<file path="src/rtl/tto_console_writer.sv">
// Teletype console writer: turns a character stream into VRAM port B cell writes,
// tracks the cursor and clears/scrolls the 80x32 colour text screen in hardware.
module tto_console_writer #(
    parameter int unsigned COLS           = 80,
    parameter int unsigned ROWS           = 30,
    parameter logic [7:0]  BLANK_COLOR    = 8'hFF,
    parameter bit          CLEAR_ON_RESET = 1'b1
) (
    input  logic        clk_pix,
    input  logic        rst_n,
    input  logic        char_valid,
    input  logic [7:0]  char_data,
    input  logic [7:0]  char_color,
    output logic        char_ready,
    output logic        vram_b_en,
    output logic        vram_b_we,
    output logic [12:0] vram_b_addr,
    output logic [15:0] vram_b_wdata,
    input  logic [15:0] vram_b_rdata,
    output logic [6:0]  cursor_x,
    output logic [4:0]  cursor_y,
    output logic        busy
);

    typedef enum logic [2:0] {
        IDLE       = 3'd0,
        WRITE      = 3'd1,
        CLEAR      = 3'd2,
        SCROLL_RD  = 3'd3,
        SCROLL_WR  = 3'd4,
        SCROLL_CLR = 3'd5
    } state_t;

    localparam logic [6:0]  LAST_X     = 7'(COLS - 1);
    localparam logic [4:0]  LAST_Y     = 5'(ROWS - 1);
    localparam logic [4:0]  LAST_DST_Y = 5'(ROWS - 2);
    localparam logic [11:0] CLR_CELLS  = 12'(32 * COLS);
    localparam logic [15:0] BLANK_CELL = {BLANK_COLOR, 8'h20};

    function automatic logic [12:0] cell_addr(input logic [6:0] x, input logic [4:0] y);
        cell_addr = {1'b0, x, y};
    endfunction

    function automatic logic is_printable(input logic [7:0] c);
        is_printable = (c >= 8'h20) && (c != 8'h7F);
    endfunction

    function automatic logic [6:0] tab_stop(input logic [6:0] x);
        logic [7:0] t;
        t = {1'b0, x | 7'd7} + 8'd1;
        if (t > {1'b0, LAST_X}) begin
            tab_stop = LAST_X;
        end else begin
            tab_stop = t[6:0];
        end
    endfunction

    state_t      state_q, state_d;
    logic [6:0]  cur_x_q, cur_x_d;
    logic [4:0]  cur_y_q, cur_y_d;
    logic [6:0]  sx_q, sx_d;
    logic [4:0]  sy_q, sy_d;
    logic [6:0]  end_x_q, end_x_d;
    logic [11:0] clr_cnt_q, clr_cnt_d;
    logic        en_q, en_d;
    logic        we_q, we_d;
    logic [12:0] addr_q, addr_d;
    logic [15:0] wdata_q, wdata_d;
    logic        ready_q;
    logic        busy_q;
    logic        accept_s;
    logic        scroll_start_s;

    assign accept_s = char_valid && ready_q;

    // Next state, cursor and next-cycle VRAM strobes.
    always_comb begin
        state_d        = state_q;
        cur_x_d        = cur_x_q;
        cur_y_d        = cur_y_q;
        sx_d           = sx_q;
        sy_d           = sy_q;
        end_x_d        = end_x_q;
        clr_cnt_d      = clr_cnt_q;
        en_d           = 1'b0;
        we_d           = 1'b0;
        addr_d         = 13'd0;
        wdata_d        = 16'h0000;
        scroll_start_s = 1'b0;

        case (state_q)
            IDLE: begin
                if (accept_s) begin
                    if (is_printable(char_data)) begin
                        state_d = WRITE;
                        en_d    = 1'b1;
                        we_d    = 1'b1;
                        addr_d  = cell_addr(cur_x_q, cur_y_q);
                        wdata_d = {char_color, char_data};
                    end else begin
                        case (char_data)
                            8'h0D: cur_x_d = 7'd0;
                            8'h0A: begin
                                if (cur_y_q < LAST_Y) begin
                                    cur_y_d = cur_y_q + 5'd1;
                                end else begin
                                    scroll_start_s = 1'b1;
                                    end_x_d        = cur_x_q;
                                end
                            end
                            8'h08: begin
                                if (cur_x_q != 7'd0) begin
                                    cur_x_d = cur_x_q - 7'd1;
                                end else begin
                                    cur_x_d = cur_x_q;
                                end
                            end
                            8'h09: cur_x_d = tab_stop(cur_x_q);
                            8'h0C: begin
                                state_d   = CLEAR;
                                en_d      = 1'b1;
                                we_d      = 1'b1;
                                addr_d    = 13'd0;
                                wdata_d   = BLANK_CELL;
                                clr_cnt_d = 12'd1;
                            end
                            default: cur_x_d = cur_x_q;
                        endcase
                    end
                end else begin
                    state_d = IDLE;
                end
            end

            WRITE: begin
                if (cur_x_q < LAST_X) begin
                    cur_x_d = cur_x_q + 7'd1;
                    state_d = IDLE;
                end else if (cur_y_q < LAST_Y) begin
                    cur_x_d = 7'd0;
                    cur_y_d = cur_y_q + 5'd1;
                    state_d = IDLE;
                end else begin
                    // Auto-wrap on the last row: x lands on 0 once the scroll finishes.
                    scroll_start_s = 1'b1;
                    end_x_d        = 7'd0;
                end
            end

            CLEAR: begin
                if (clr_cnt_q < CLR_CELLS) begin
                    en_d      = 1'b1;
                    we_d      = 1'b1;
                    addr_d    = {1'b0, clr_cnt_q};
                    wdata_d   = BLANK_CELL;
                    clr_cnt_d = clr_cnt_q + 12'd1;
                end else begin
                    state_d   = IDLE;
                    clr_cnt_d = 12'd0;
                    cur_x_d   = 7'd0;
                    cur_y_d   = 5'd0;
                end
            end

            SCROLL_RD: begin
                state_d = SCROLL_WR;
                en_d    = 1'b1;
                we_d    = 1'b1;
                addr_d  = cell_addr(sx_q, sy_q);
            end

            SCROLL_WR: begin
                if (sx_q < LAST_X) begin
                    state_d = SCROLL_RD;
                    sx_d    = sx_q + 7'd1;
                    en_d    = 1'b1;
                    addr_d  = cell_addr(sx_q + 7'd1, sy_q + 5'd1);
                end else if (sy_q < LAST_DST_Y) begin
                    state_d = SCROLL_RD;
                    sx_d    = 7'd0;
                    sy_d    = sy_q + 5'd1;
                    en_d    = 1'b1;
                    addr_d  = cell_addr(7'd0, sy_q + 5'd2);
                end else begin
                    state_d = SCROLL_CLR;
                    sx_d    = 7'd0;
                    en_d    = 1'b1;
                    we_d    = 1'b1;
                    addr_d  = cell_addr(7'd0, LAST_Y);
                    wdata_d = BLANK_CELL;
                end
            end

            SCROLL_CLR: begin
                if (sx_q < LAST_X) begin
                    sx_d    = sx_q + 7'd1;
                    en_d    = 1'b1;
                    we_d    = 1'b1;
                    addr_d  = cell_addr(sx_q + 7'd1, LAST_Y);
                    wdata_d = BLANK_CELL;
                end else begin
                    state_d = IDLE;
                    cur_x_d = end_x_q;
                    cur_y_d = LAST_Y;
                end
            end

            default: state_d = IDLE;
        endcase

        // First read of a scroll: source row 1 feeds destination row 0.
        if (scroll_start_s) begin
            state_d = SCROLL_RD;
            sx_d    = 7'd0;
            sy_d    = 5'd0;
            en_d    = 1'b1;
            we_d    = 1'b0;
            addr_d  = cell_addr(7'd0, 5'd1);
            wdata_d = 16'h0000;
        end else begin
            sy_d = sy_d;
        end
    end

    // State, cursor and registered VRAM/handshake outputs.
    always_ff @(posedge clk_pix or negedge rst_n) begin
        if (!rst_n) begin
            state_q   <= CLEAR_ON_RESET ? CLEAR : IDLE;
            cur_x_q   <= 7'd0;
            cur_y_q   <= 5'd0;
            sx_q      <= 7'd0;
            sy_q      <= 5'd0;
            end_x_q   <= 7'd0;
            clr_cnt_q <= 12'd0;
            en_q      <= 1'b0;
            we_q      <= 1'b0;
            addr_q    <= 13'd0;
            wdata_q   <= 16'h0000;
            ready_q   <= 1'b0;
            busy_q    <= 1'b0;
        end else begin
            state_q   <= state_d;
            cur_x_q   <= cur_x_d;
            cur_y_q   <= cur_y_d;
            sx_q      <= sx_d;
            sy_q      <= sy_d;
            end_x_q   <= end_x_d;
            clr_cnt_q <= clr_cnt_d;
            en_q      <= en_d;
            we_q      <= we_d;
            addr_q    <= addr_d;
            wdata_q   <= wdata_d;
            ready_q   <= (state_d == IDLE);
            busy_q    <= (state_d != IDLE);
        end
    end

    assign char_ready   = ready_q;
    assign busy         = busy_q;
    assign vram_b_en    = en_q;
    assign vram_b_we    = we_q;
    assign vram_b_addr  = addr_q;
    // Scroll copy forwards the read data straight through so colour is preserved.
    assign vram_b_wdata = (state_q == SCROLL_WR) ? vram_b_rdata : wdata_q;
    assign cursor_x     = cur_x_q;
    assign cursor_y     = cur_y_q;

endmodule

</file>
<file path="config.mk">
export PLATFORM = sky130hd
export DESIGN_NAME = tto_console_writer
export DESIGN_NICKNAME = d
export VERILOG_FILES = /design/src/rtl/tto_console_writer.sv
export SDC_FILE = /design/constraint.sdc
export NUM_CORES = 1
export LEC_CHECK = 0
export CAP_MARGIN = 40
export CORE_ASPECT_RATIO = 1.2
export CORE_MARGIN = 1.5
export CORE_UTILIZATION = 60
export CTS_BUF_LIST = sky130_fd_sc_hd__clkbuf_4
export DETAILED_ROUTE_END_ITERATION = 12
export PLACE_DENSITY = 0.93
export SLEW_MARGIN = 15
export SYNTH_ARGS = -nofsm -noshare
export SYNTH_HDL_FRONTEND = slang
export SYNTH_SLANG_ARGS = --single-unit
</file>
<file path="constraint.sdc">
create_clock -name clk_pix -period 6.3 [get_ports clk_pix]
set_clock_uncertainty 0.05 [all_clocks]
set_input_delay 1.89 -clock clk_pix [delete_from_list [all_inputs] [get_ports clk_pix]]
set_output_delay 1.89 -clock clk_pix [all_outputs]
set_load 0.02 [all_outputs]
</file>
==> flow_metrics.py, run 1 <==
metrics = {
    "synthesis": {
        "yosysWarnings": 0,
        "async_reset_ff_share_pct": 100.0,
        "synth_top_cell_area_share_pct": 40.82,
        "synth_cell_type_count": 68,
        "synth_fa_ha_area_share_pct": 2.915,
        "syn_nets": 584,
        "ys_ff_latch": 78,
        "muxShareOfSynthArea_pct": 1.352,
        "synthSimpleGateAreaFrac_pct": 23.69,
        "synth_area_leaders": "dfrtp_1 (41%), nand2_1 (6.0%), o21ai_0 (4.3%)",
        "synth-xor-area-share_pct": 1.670,
        "synthFlopType": "dfrtp_1",
        "syn_inst": 538,
        "synth_compound_gate_area_share_pct": 24.38,
        "synth_top_area_cell": "dfrtp_1",
        "yosysSeqAreaShare_pct": 41.37,
        "synth_top_family_by_area": "compound AO/OA/AOI/OAI gates",
        "avgSynthCellArea_um2": 8.775,
        "synth-edff-count": 0,
        "synth_area_um2": 4721,
    },
    "global_routing": {
        "grt_pass1_vias": 4372,
        "grt_overflow": 0,
        "grtUsageTotal_pct": 30.88,
        "antenna_found_initial": 0,
        "grt_max_degree": 62,
        "grt_pass1_wl_um": 20790,
    },
    "clock_network": {
        "htree_num_levels": 3,
        "clk_latency_ns": 0.44,
        "post_cts_buffers": 0,
        "clockBufferDepth": 2,
        "cts_root_buf": "clkbuf_4",
        "cts_tree": "built",
        "clkTransAtPathRegs_ns": 0.12,
        "cts_buffers": 9,
        "cts.sinks": 78,
        "cts_resized": 0,
        "postCtsHoldBufs": 0,
    },
    "routing": {
        "wl_per_cell_um": 18.46,
        "drt_iter0_drc": 532,
        "ant_nets": 0,
        "route.detailed.drc": 0,
        "wl_um": 12810,
        "drt_pass1_iterations": 7,
        "via_per_inst": 6.628,
        "vias": 4600,
    },
    "sta": {
        "worst_pin_slew_ns": 0.8341,
        "setup_tns_ns": 0,
        "finalHoldViolations": 0,
        "fin_crit_ns": 5.008,
        "fin_crit_sh_pct": 79.49,
        "slew_headroom_pct": 43.96,
        "timing.fmax_ghz": 0.1997,
        "rsz0062_at_grt": "false",
        "finalSetupViolCount": 0,
        "finalMaxSlewViolations": 0,
        "holdWs_ns": 0.4662,
    },
    "pwr": {
        "vdd_drop_max_v": 0.00009573,
        "cellPowerDensity_nw_per_um2": 150.1,
        "p_leak_nw": 2.318,
    },
    "setup_path": {
        "crit_path_cell_trace": "clkdlybuf4s50_1 > nand2_1 > nand2_1 > clkdlybuf4s50_1",
        "cp.required_ns": 4.36,
        "r2r_cells": 7,
        "worstSetupEndpoint": "vram_b_wdata[0]",
        "path_max_fanout": 1,
        "crit_path_end_kind": "primary output",
        "worst_ep_arrival_time_ns": 3.07,
        "regToRegStartpoint": "cursor_x[4]",
        "worst_path_largest_cell_delay_ns": 0.61,
        "critPathLaunch": "vram_b_rdata[0]",
        "crit_type": "primary input to primary output",
        "start_kind": "primary input",
        "r2r_end": "cursor_x[4]",
        "r2r_setup_slack_ns": 3.22,
        "slowest_stage": "clkdlybuf4s50_1",
    },
    "floorplanning": {
        "die_h_um": 100.2,
        "coreArea_um2": 7664,
        "rows": 35,
        "io_pins": 80,
        "dieArea_um2": 8412,
        "fp.dieW_um": 83.98,
        "initial_utilization_pct": 61.60,
    },
    "final_layout": {
        "fin_area_um2": 5639,
        "drive_gt1_share_pct": 5.814,
        "nNetsFinal": 643,
        "fill_cells": 539,
        "num_antenna_cells": 0,
        "syn2layout_area_growth_pct": 19.45,
    },
    "placed_design": {
        "dpl_cell_area_um2": 5507,
        "place.gp.congestion": 0.9372,
        "place_hpwl_um": 9040,
        "port_buffers": 78,
    },
    "run_status": {
        "status": "finished clean",
    },
    "worst_hold_path": {
        "min_path_type": "register to register",
    },
    "flow_run": {
        "maxCapViolCount": 0,
    },
}
stage by stage:
stage                     instances  utilization [%]  power, mW  setup slack, ns
after floorplan                 538                -     0.5192            2.276
after global placement          677            71.49     0.5517            1.315
after detailed placement        678            71.85     0.5549            1.280
after CTS                       694            73.58     0.8460            1.277
after global routing            694            73.58     0.8696            1.132
final                           694            73.58     0.8462            1.292
Yosys cell counts, drive strengths merged (6+ instances only):
cell,number
and2,9
o21a,9
buf,14
ha,11
a31oi,6
nand3,22
dfrtp,77
inv,13
nor2,41
nand2,75
nand4,6
nor4,8
xnor2,6
o21ai,41
and3,7
clkbuf,21
o211ai,6
a211oi,6
a22o,13
nor3,10
a21oi,27
o31ai,7
layout by cell type (no fill, tap or decap), types with 9 or more instances in the layout:
master / netlist / layout
a21oi_1: 27 / 27
a22o_1: 13 / 13
clkbuf_4: 0 / 9
clkdlybuf4s50_1: 0 / 77
dfrtp_1: 77 / 77
ha_1: 11 / 11
inv_1: 13 / 13
nand2_1: 75 / 75
nand3_1: 22 / 22
nor2_1: 41 / 41
nor3_1: 10 / 10
o21a_1: 9 / 9
o21ai_0: 41 / 41
cells by family (layout without fill, tap and decap cells):
kind of cell / after synthesis / after routing
AOI/OAI and AO/OA: 163 / 163
xor gates and xnor gates: 9 / 9
and+or+nand+nor: 222 / 222
buffers and inverters: 48 / 112
muxes: 6 / 6
other: 1 / 1
DFF: 78 / 78
adders and majority gates: 11 / 11
layout make-up:
cell class / count / area, µm² / area share [%]
inverter: 13 / 48.80 / 0.8653
sequential: 78 / 1953 / 34.63
tap: 92 / 115.1 / 2.041
multi-input combinational: 412 / 2554 / 45.29
timing repair buffer: 83 / 835.8 / 14.82
clock inverter: 7 / 65.06 / 1.154
clock buffer: 9 / 67.56 / 1.198
power by group:
group          internal [mW]  switching (mW)  total [mW]
logic                 0.0236          0.0210      0.0446
registers              0.501               0       0.501
clock network          0.118           0.183       0.301
registers in the layout, summed over array words and instances (netlist names):
signal	cells
wdata_q	16
clr_cnt_q	12
vram_b_addr	12
cursor_x	7
end_x_q	7
sx_q	7
cursor_y	5
sy_q	5
state_q	3
busy	1
char_ready	1
vram_b_en	1
vram_b_we	1
metal layers:
| layer | vias to the layer above | GRT usage [%] | part of all wire, % |
|---|---|---|---|
| li1 | 2104 | - | - |
| met1 | 2173 | 39.35 | 40 |
| met2 | 277 | 51.49 | 48 |
| met3 | 46 | 5.345 | 8.5 |
| met4 | 0 | 14.88 | 3.6 |
| met5 | - | 0 | 0 |
worst min-delay path by stage:
stage                 startpoint           end  slack (ns)  cells after the start
global placement      end_x_q[3]    end_x_q[3]        0.44                      1
global route          end_x_q[6]    end_x_q[6]        0.49                      1
floorplan           clr_cnt_q[6]  clr_cnt_q[6]        0.41                      1
CTS                   end_x_q[3]    end_x_q[3]        0.47                      1
finish                end_x_q[3]    end_x_q[3]        0.47                      1
detailed placement    end_x_q[1]    end_x_q[1]        0.44                      1
worst max-delay path, delay by kind of cell:
kind                   cells  cell delay, ns
buffers and inverters      2            1.07
and+or+nand+nor            2            0.11
Power figures use the tool's default switching activity.
==> run 2: changes to the inputs <==
--- a/config.mk
+++ b/config.mk
@@ -8,10 +8,10 @@
 export CAP_MARGIN = 40
 export CORE_ASPECT_RATIO = 1.2
 export CORE_MARGIN = 1.5
-export CORE_UTILIZATION = 60
+export CORE_UTILIZATION = 55
 export CTS_BUF_LIST = sky130_fd_sc_hd__clkbuf_4
 export DETAILED_ROUTE_END_ITERATION = 12
-export PLACE_DENSITY = 0.93
+export PLACE_DENSITY = 0.86
 export SLEW_MARGIN = 15
 export SYNTH_ARGS = -nofsm -noshare
 export SYNTH_HDL_FRONTEND = slang
==> constraint.sdc (replaced) <==
create_clock -name clk_pix -period 4.7 [get_ports clk_pix]
set_clock_uncertainty 0.05 [all_clocks]
set_input_delay 1.41 -clock clk_pix [delete_from_list [all_inputs] [get_ports clk_pix]]
set_output_delay 1.41 -clock clk_pix [all_outputs]
set_load 0.02 [all_outputs]
==> flow_metrics.py, run 2 (synthesis results as in run 1) <==
metrics = {
    "flow_run": {
        "maxCapViolCount": 0,
    },
    "final_layout": {
        "drive_gt1_share_pct": 6.271,
        "nNetsFinal": 647,
        "syn2layout_area_growth_pct": 20.70,
        "largest-register": "wdata_q",
        "final_cells": 720,
        "fill_cells": 652,
        "finish.utilization_pct": 69.13,
        "fin_area_um2": 5698,
        "largest_register_ffs": 16,
        "layout_common_cells": "dfrtp_1 (77), clkdlybuf4s50_1 (77), nand2_1 (75), o21ai_0 (41), nor2_1 (41)",
        "num_antenna_cells": 0,
    },
    "pwr": {
        "power_mw": 1.136,
        "p_clk_share_pct": 35.7,
        "swShare_pct": 23.48,
        "p_leak_nw": 2.332,
        "p_sw_mw": 0.2668,
        "p_int_mw": 0.8695,
        "vdd_drop_max_v": 0.0003246,
        "comb_power_share_pct": 5.2,
        "power_frac_seq_pct": 59.0,
        "cellPowerDensity_nw_per_um2": 199.4,
    },
    "clock_network": {
        "cts_tree": "built",
        "post_cts_buffers": 0,
        "clk_latency_ns": 0.42,
        "clkTransAtPathRegs_ns": 0.12,
        "cts_root_buf": "clkbuf_4",
        "htree_num_levels": 3,
        "cts_resized": 0,
        "clockBufferDepth": 2,
        "cts.sinks": 78,
        "cts_buffers": 9,
        "postCtsHoldBufs": 0,
    },
    "routing": {
        "drt_pass1_iterations": 5,
        "ant_nets": 0,
        "route.detailed.drc": 0,
        "drt_iter0_drc": 440,
        "wl_um": 12520,
        "vias": 4538,
        "via_per_inst": 6.303,
        "wl_per_cell_um": 17.39,
    },
    "sta": {
        "worst_pin_slew_ns": 0.7654,
        "finalMaxSlewViolations": 0,
        "finalSetupViolCount": 0,
        "fin_crit_sh_pct": 90.69,
        "rsz0062_at_grt": "false",
        "fin_crit_ns": 4.262,
        "timing.fmax_ghz": 0.2346,
        "setup_tns_ns": 0,
        "finalHoldViolations": 0,
        "slew_headroom_pct": 48.54,
    },
    "global_routing": {
        "antenna_found_initial": 0,
        "grt_max_degree": 48,
        "grt_overflow": 0,
        "grt_pass1_vias": 4241,
        "grtUsageTotal_pct": 28.27,
        "grt_pass1_wl_um": 20620,
    },
    "placed_design": {
        "port_buffers": 78,
        "dpl_cell_area_um2": 5562,
        "dp.cells": 704,
        "place.gp.congestion": 0.9363,
        "place_hpwl_um": 8967,
    },
    "worst_hold_path": {
        "hp-start": "end_x_q[2]",
        "min_path_type": "register to register",
    },
    "floorplanning": {
        "coreArea_um2": 8243,
        "dieArea_um2": 9151,
        "initial_utilization_pct": 57.27,
        "io_pins": 80,
        "die_h_um": 104.5,
        "rows": 36,
        "fp.dieW_um": 87.58,
    },
    "setup_path": {
        "path_max_fanout": 17,
        "critPathLaunch": "state_q[1]",
        "worst_ep_arrival_time_ns": 2.80,
        "regToRegStartpoint": "cursor_x[4]",
        "cp.required_ns": 3.24,
        "start_kind": "register",
        "crit_type": "register to primary output",
        "crit_path_end_kind": "primary output",
    },
    "run_status": {
        "status": "finished clean",
    },
}
==> run 2: cell types whose count changed in the layout (fill, tap and decap cells not counted) <==
cell and delta:
buf_4 +3, clkinv_2 -3, buf_2 +1, clkbuf_4 +1
clkinv_1 +1, clkinv_4 -1, clkinvlp_4 +1, inv_6 +1
==> run 2: cell type report <==
class / count / area (µm²) / area share, %
repair buffers: 87 / 863.3 / 15.15
clock buffers: 10 / 75.07 / 1.318
inverters: 13 / 48.80 / 0.8564
multi-input cells: 412 / 2554 / 44.82
flip-flops and latches: 78 / 1953 / 34.28
well taps: 114 / 142.6 / 2.503
clock inverters: 6 / 61.31 / 1.076
==> run 2: critical path, cell delays in order, from the launching register on <==
cell and delay, ns:
dfstp_2 0.65, nand2b_1 0.35, nand2b_1 0.57, nand2_1 0.14
nand2_1 0.09, clkdlybuf4s50_1 0.60
==> run 2: metal layers <==
metal / wire, µm / vias to the layer above / track usage [%]
met5: 0 / - / 0
met4: 292 / 0 / 9.410
met3: 1020 / 26 / 5.317
met2: 6051 / 244 / 45.16
met1: 5158 / 2155 / 38.30
li1: - / 2113 / -
==> run 2: final timing paths <==
| kind | slack [ns] | end | cells past startpoint |
|---|---|---|---|
| worst max-delay path | 0.44 | vram_b_wdata[2] | 5 |
| min in group asynchronous | 0.88 | vram_b_addr[5] | 1 |
| max in group asynchronous | 3.16 | wdata_q[10] | 2 |
| worst max register to register | 1.70 | cursor_x[4] | 7 |
| worst min register to register | 0.47 | end_x_q[2] | 1 |
| worst min-delay path | 0.47 | end_x_q[2] | 1 |
==> run 2: power groups by stage <==
stage	Combinational [mW]	Clock [mW]	Sequential, mW
3_3_place_gp	0.0565	0	0.684
4_1_cts	0.0605	0.411	0.671
2_1_floorplan	0.0119	0	0.684
3_5_place_dp	0.0602	0	0.684
6_report	0.0595	0.406	0.671
5_1_grt	0.0656	0.443	0.671
==> run 2: stage by stage <==
stage,hold slack [ns],worst slack (ns)
after floorplan,0.4135,1.409
after global placement,0.4368,0.6758
after detailed placement,0.4368,0.6479
after CTS,0.4738,0.4233
after global routing,0.4982,0.2567
final,0.4721,0.4375
==> run 3: changes to the inputs <==
--- a/config.mk
+++ b/config.mk
@@ -8,10 +8,10 @@
 export CAP_MARGIN = 40
 export CORE_ASPECT_RATIO = 1.2
 export CORE_MARGIN = 1.5
-export CORE_UTILIZATION = 55
+export CORE_UTILIZATION = 30
 export CTS_BUF_LIST = sky130_fd_sc_hd__clkbuf_4
 export DETAILED_ROUTE_END_ITERATION = 12
-export PLACE_DENSITY = 0.86
+export PLACE_DENSITY = 0.54
 export SLEW_MARGIN = 15
 export SYNTH_ARGS = -nofsm -noshare
 export SYNTH_HDL_FRONTEND = slang
==> flow_metrics.py, run 3 (synthesis results as in run 1) <==
metrics = {
    "run_status": {
        "status": "finished clean",
    },
    "floorplanning": {
        "rows": 50,
        "io_pins": 80,
        "dieArea_um2": 16500,
        "die_h_um": 140.4,
        "coreArea_um2": 15510,
        "initial_utilization_pct": 30.43,
        "fp.dieW_um": 117.5,
    },
    "routing": {
        "wl_per_cell_um": 16.68,
        "wl_um": 13590,
        "route.detailed.drc": 0,
        "via_per_inst": 5.360,
        "drt_pass1_iterations": 6,
        "vias": 4368,
        "drt_iter0_drc": 366,
        "ant_nets": 0,
    },
    "sta": {
        "fin_crit_ns": 4.316,
        "setup_tns_ns": 0,
        "timing.fmax_ghz": 0.2317,
        "worst_pin_slew_ns": 0.8037,
        "rsz0062_at_grt": "false",
        "finalSetupViolCount": 0,
        "finalHoldViolations": 0,
        "fin_crit_sh_pct": 91.83,
        "finalMaxSlewViolations": 0,
        "slew_headroom_pct": 46.00,
        "setup_ws_ns": 0.3840,
    },
    "global_routing": {
        "grt_overflow": 0,
        "grt_pass1_wl_um": 22690,
        "grt_pass1_vias": 4280,
        "grt_max_degree": 46,
        "grtUsageTotal_pct": 16.98,
        "antenna_found_initial": 1,
    },
    "pwr": {
        "vdd_drop_max_v": 0.0001007,
        "p_leak_nw": 2.353,
        "cellPowerDensity_nw_per_um2": 213.5,
    },
    "clock_network": {
        "clockBufferDepth": 2,
        "cts_tree": "built",
        "cts.sinks": 78,
        "clkTransAtPathRegs_ns": 0.13,
        "postCtsHoldBufs": 0,
        "cts_resized": 0,
        "clk_latency_ns": 0.45,
        "post_cts_buffers": 0,
        "cts_buffers": 9,
        "htree_num_levels": 3,
        "cts_root_buf": "clkbuf_4",
    },
    "setup_path": {
        "cp.required_ns": 3.24,
        "crit_type": "register to primary output",
        "start_kind": "register",
        "crit_path_cell_trace": "nand2b_1 > nand2b_1 > nand2_1 > nand2_1 > clkdlybuf4s50_1",
        "crit_path_end_kind": "primary output",
        "critical_path.top_delay_family": "simple AND/OR/NAND/NOR gates",
        "critPathBufInv": 1,
        "slowest_stage": "dfstp_2",
        "worst_path_largest_cell_delay_ns": 0.65,
        "path_max_fanout": 17,
        "worst_ep_arrival_time_ns": 2.86,
    },
    "final_layout": {
        "multi_input_area_um2": 2554,
        "largest_register_ffs": 16,
        "syn2layout_area_growth_pct": 24.17,
        "drive_gt1_share_pct": 6.601,
        "layout_common_cells": "dfrtp_1 (77), clkdlybuf4s50_1 (77), nand2_1 (75), o21ai_0 (41), nor2_1 (41)",
        "nNetsFinal": 647,
        "seqCellArea_um2": 1953,
        "fill_cells": 1646,
        "largest-register": "wdata_q",
        "final_cells": 815,
    },
    "placed_design": {
        "dp.cells": 798,
        "dp_slack_ns": 0.6508,
        "place.gp.congestion": 0.8472,
        "place_hpwl_um": 9917,
        "port_buffers": 78,
    },
    "flow_run": {
        "maxCapViolCount": 0,
    },
    "worst_hold_path": {
        "min_path_type": "register to register",
    },
}
==> run 3: final timing paths <==
path                            slack, ns              end        from  cells past startpoint
worst max-delay path                 0.38  vram_b_wdata[3]  state_q[1]                      5
worst min-delay path                 0.46       end_x_q[3]  end_x_q[3]                      1
worst max register to register       1.65      wdata_q[13]  state_q[1]                      6
worst min register to register       0.46       end_x_q[3]  end_x_q[3]                      1
max in group asynchronous            3.04       state_q[1]       rst_n                      2
min in group asynchronous            0.90   vram_b_addr[4]       rst_n                      1
==> run 3: cell type report <==
| type | instances | share of cell area, % |
|---|---|---|
| multi-input cells | 412 | 43.56 |
| flip-flops and latches | 78 | 33.32 |
| repair buffers | 87 | 14.64 |
| well taps | 208 | 4.440 |
| clock inverters | 6 | 1.878 |
| clock buffers | 10 | 1.281 |
| inverters | 13 | 0.8324 |
| diodes | 1 | 0.04269 |
==> run 3: metrics by stage <==
stage | hold WS (ns) | util [%] | power [mW] | cell area, µm²
2_1_floorplan | 0.4135 | - | 0.6959 | 4721
3_3_place_gp | 0.4422 | 36.44 | 0.7417 | 5654
3_5_place_dp | 0.4425 | 36.57 | 0.7444 | 5674
4_1_cts | 0.4705 | 37.77 | 1.268 | 5859
5_1_grt | 0.4978 | 37.78 | 1.296 | 5862
6_report | 0.4640 | 37.78 | 1.251 | 5862
==> run 3: worst register-to-register path: stages (launching register included) <==
cell and delay (ns):
dfstp_2 0.65, nand2b_1 0.35, nand2b_1 0.58, buf_4 0.28
nor3_1 0.08, nor3_1 0.65, o21ai_0 0.25
==> run 3: routing by layer <==
metal	up-vias	GRT usage [%]	routed length, µm
met1	2115	22.57	6240
met5	-	0	0
li1	2109	-	-
met2	128	28.05	6486
met4	0	6.483	259
met3	16	2.484	606
==> run 3: report_power, final <==
group	internal [mW]	total [mW]	switching [mW]
Clock	0.274	0.521	0.247
Sequential	0.671	0.671	0
Combinational	0.0311	0.0591	0.0279
Total	0.976	1.25	0.275
==> patch, RTL diff (config.mk and constraints of run 3) <==
`sx_q`, `sy_q`, `addr_q` and `wdata_q` no longer have a reset.
--- a/src/rtl/tto_console_writer.sv
+++ b/src/rtl/tto_console_writer.sv
@@ -228,31 +228,30 @@
             state_q   <= CLEAR_ON_RESET ? CLEAR : IDLE;
             cur_x_q   <= 7'd0;
             cur_y_q   <= 5'd0;
-            sx_q      <= 7'd0;
-            sy_q      <= 5'd0;
             end_x_q   <= 7'd0;
             clr_cnt_q <= 12'd0;
             en_q      <= 1'b0;
             we_q      <= 1'b0;
-            addr_q    <= 13'd0;
-            wdata_q   <= 16'h0000;
             ready_q   <= 1'b0;
             busy_q    <= 1'b0;
         end else begin
             state_q   <= state_d;
             cur_x_q   <= cur_x_d;
             cur_y_q   <= cur_y_d;
-            sx_q      <= sx_d;
-            sy_q      <= sy_d;
             end_x_q   <= end_x_d;
             clr_cnt_q <= clr_cnt_d;
             en_q      <= en_d;
             we_q      <= we_d;
-            addr_q    <= addr_d;
-            wdata_q   <= wdata_d;
             ready_q   <= (state_d == IDLE);
             busy_q    <= (state_d != IDLE);
         end
+    end
+
+    always_ff @(posedge clk_pix) begin
+        sx_q    <= sx_d;
+        sy_q    <= sy_d;
+        addr_q  <= addr_d;
+        wdata_q <= wdata_d;
     end
 
     assign char_ready   = ready_q;
Function: changed (Yosys sat finds a counterexample within 4 cycles, from zero or initial values and one cycle with rst_n low).
==> patch against run 3 <==
  * Fmax grew 6.2%
  * Total power shrank 4.7%
  * Final area shrank 5.1%
  * Synthesized cell count grew 4.1%
  * Sequential cell count is the same
  * Synthesized area shrank 5.1%
  * Worst setup slack gained 0.25 ns
  * Non-clock buffer count shrank 4
  * Wire length shrank 3.5%
  * Largest power group unchanged
==> patch: results (changes against run 3) <==
metric	value	unit	change
grt_start_max_net_pins	29		-37%
regArea	1753	um^2	-10%
status	finished, final reports clean		
ys_types	73		+7.4%
relSlewSlack	0.4896		+0.02952
synthTopCellsByArea	dfrtp_1 (21%), dfxtp_1 (18%), nand2_1 (7.9%), o21ai_0 (5.6%), nor2_1 (4.0%)		
grt_pass1_vias	4109		-4.0%
arrival	2.60	ns	-0.26 ns
first_pass_iters	5		-1
multi_input_area_share	0.4511		+0.01542
worstPathMaxFanout	20		+3
p_leak	0.002190	uW	-6.9%
num-multi-input-gates	432		+4.9%
clkLatencyLatePin	0.47	ns	+0.02 ns
synth.avg_cell_area	8.003	um^2	-8.8%
buf_share	0.1498		+0.003407
clock_buffers	9		-1
num_vias	4269		-2.3%
path_clk_slew	0.15	ns	+0.02 ns
netlist_top_cells_count	nand2_1 (94), o21ai_0 (50), nor2_1 (48)		
synthArstFlopShare	0.4872		-0.5128
yosysSeqAreaShare	0.3911		-0.02261
dpl.cell_count	810		+1.5%
synth_edf_count	0		unchanged
syn-num-nets	607		+3.9%
buffers	83		-4.6%
via_per_inst	5.156		-3.8%
clock_cell_area_share	0.02632		-0.005269
n_fill_cell	1519		-7.7%
dp_hpwl	9599	um	-3.2%
drive_gt1_frac	0.07496		+0.008954
num-nonclk-inverters	18		+5
track_usage	0.1729		+0.003053
antenna_found_initial	1		unchanged
drt_iter0_markers	345		-5.7%
place_congestion	0.8532		+0.71%
vdd_drop_max	107.5	uV	+6.8%
nets	669		+3.4%
yosysWarnings	0		unchanged
patch: logic make-up after synthesis:
family | count (synthesis) | synth area share
AND/OR/NAND/NOR | 248 | 0.2775
flip-flops | 78 | 0.3911
multiplexers | 2 | 0.004467
buffers and inverters | 50 | 0.04913
AO/OA/AOI/OAI | 156 | 0.2180
other | 1 | 0.0008367
XOR/XNOR | 13 | 0.02540
adder cells (fa/ha/maj) | 12 | 0.03350
patch: final timing paths:
check	startpoint	to	slack (ns)	cells past startpoint
setup / recovery	state_q[1]	vram_b_wdata[7]	0.64	5
min in group asynchronous	rst_n	end_x_q[5]	0.75	1
hold / removal	sx_q[3]	sx_q[3]	0.48	2
hold reg to reg	sx_q[3]	sx_q[3]	0.48	2
max in group asynchronous	rst_n	cursor_y[0]	3.35	2
setup reg to reg	state_q[1]	cursor_y[2]	2.07	6
patch: per-stage QoR:
step / setup slack [ns] / instance area (um^2) / utilization
after floorplan: 1.636 / 4482 / -
after global placement: 0.6383 / 5370 / 0.3710
after detailed placement: 0.6233 / 5398 / 0.3729
after CTS: 0.4263 / 5544 / 0.3830
after global routing: 0.3933 / 5562 / 0.3843
final: 0.6363 / 5562 / 0.3843
patch: worst max-delay path, stage by stage (launching register included):
cell             delay [ns]
dfstp_2                0.67
nor2_1                 0.08
nand2_1                0.53
nand2_1                0.16
nand2_1                0.10
clkdlybuf4s50_1        0.60
patch: layer usage:
layer	track usage	wire length, um	part of all wire
met5	0	0	0
met4	0.05833	223	0.017
met3	0.04030	636	0.048
met2	0.2854	6297	0.48
met1	0.2220	5958	0.45
patch: power by group:
part           switching, uW  internal [uW]  total, uW  leakage, uW
registers                  0            666        666     0.000777
clock network            273            170        443    0.0000817
logic                   39.0           44.7       83.7      0.00133
total                    312            880       1190      0.00219
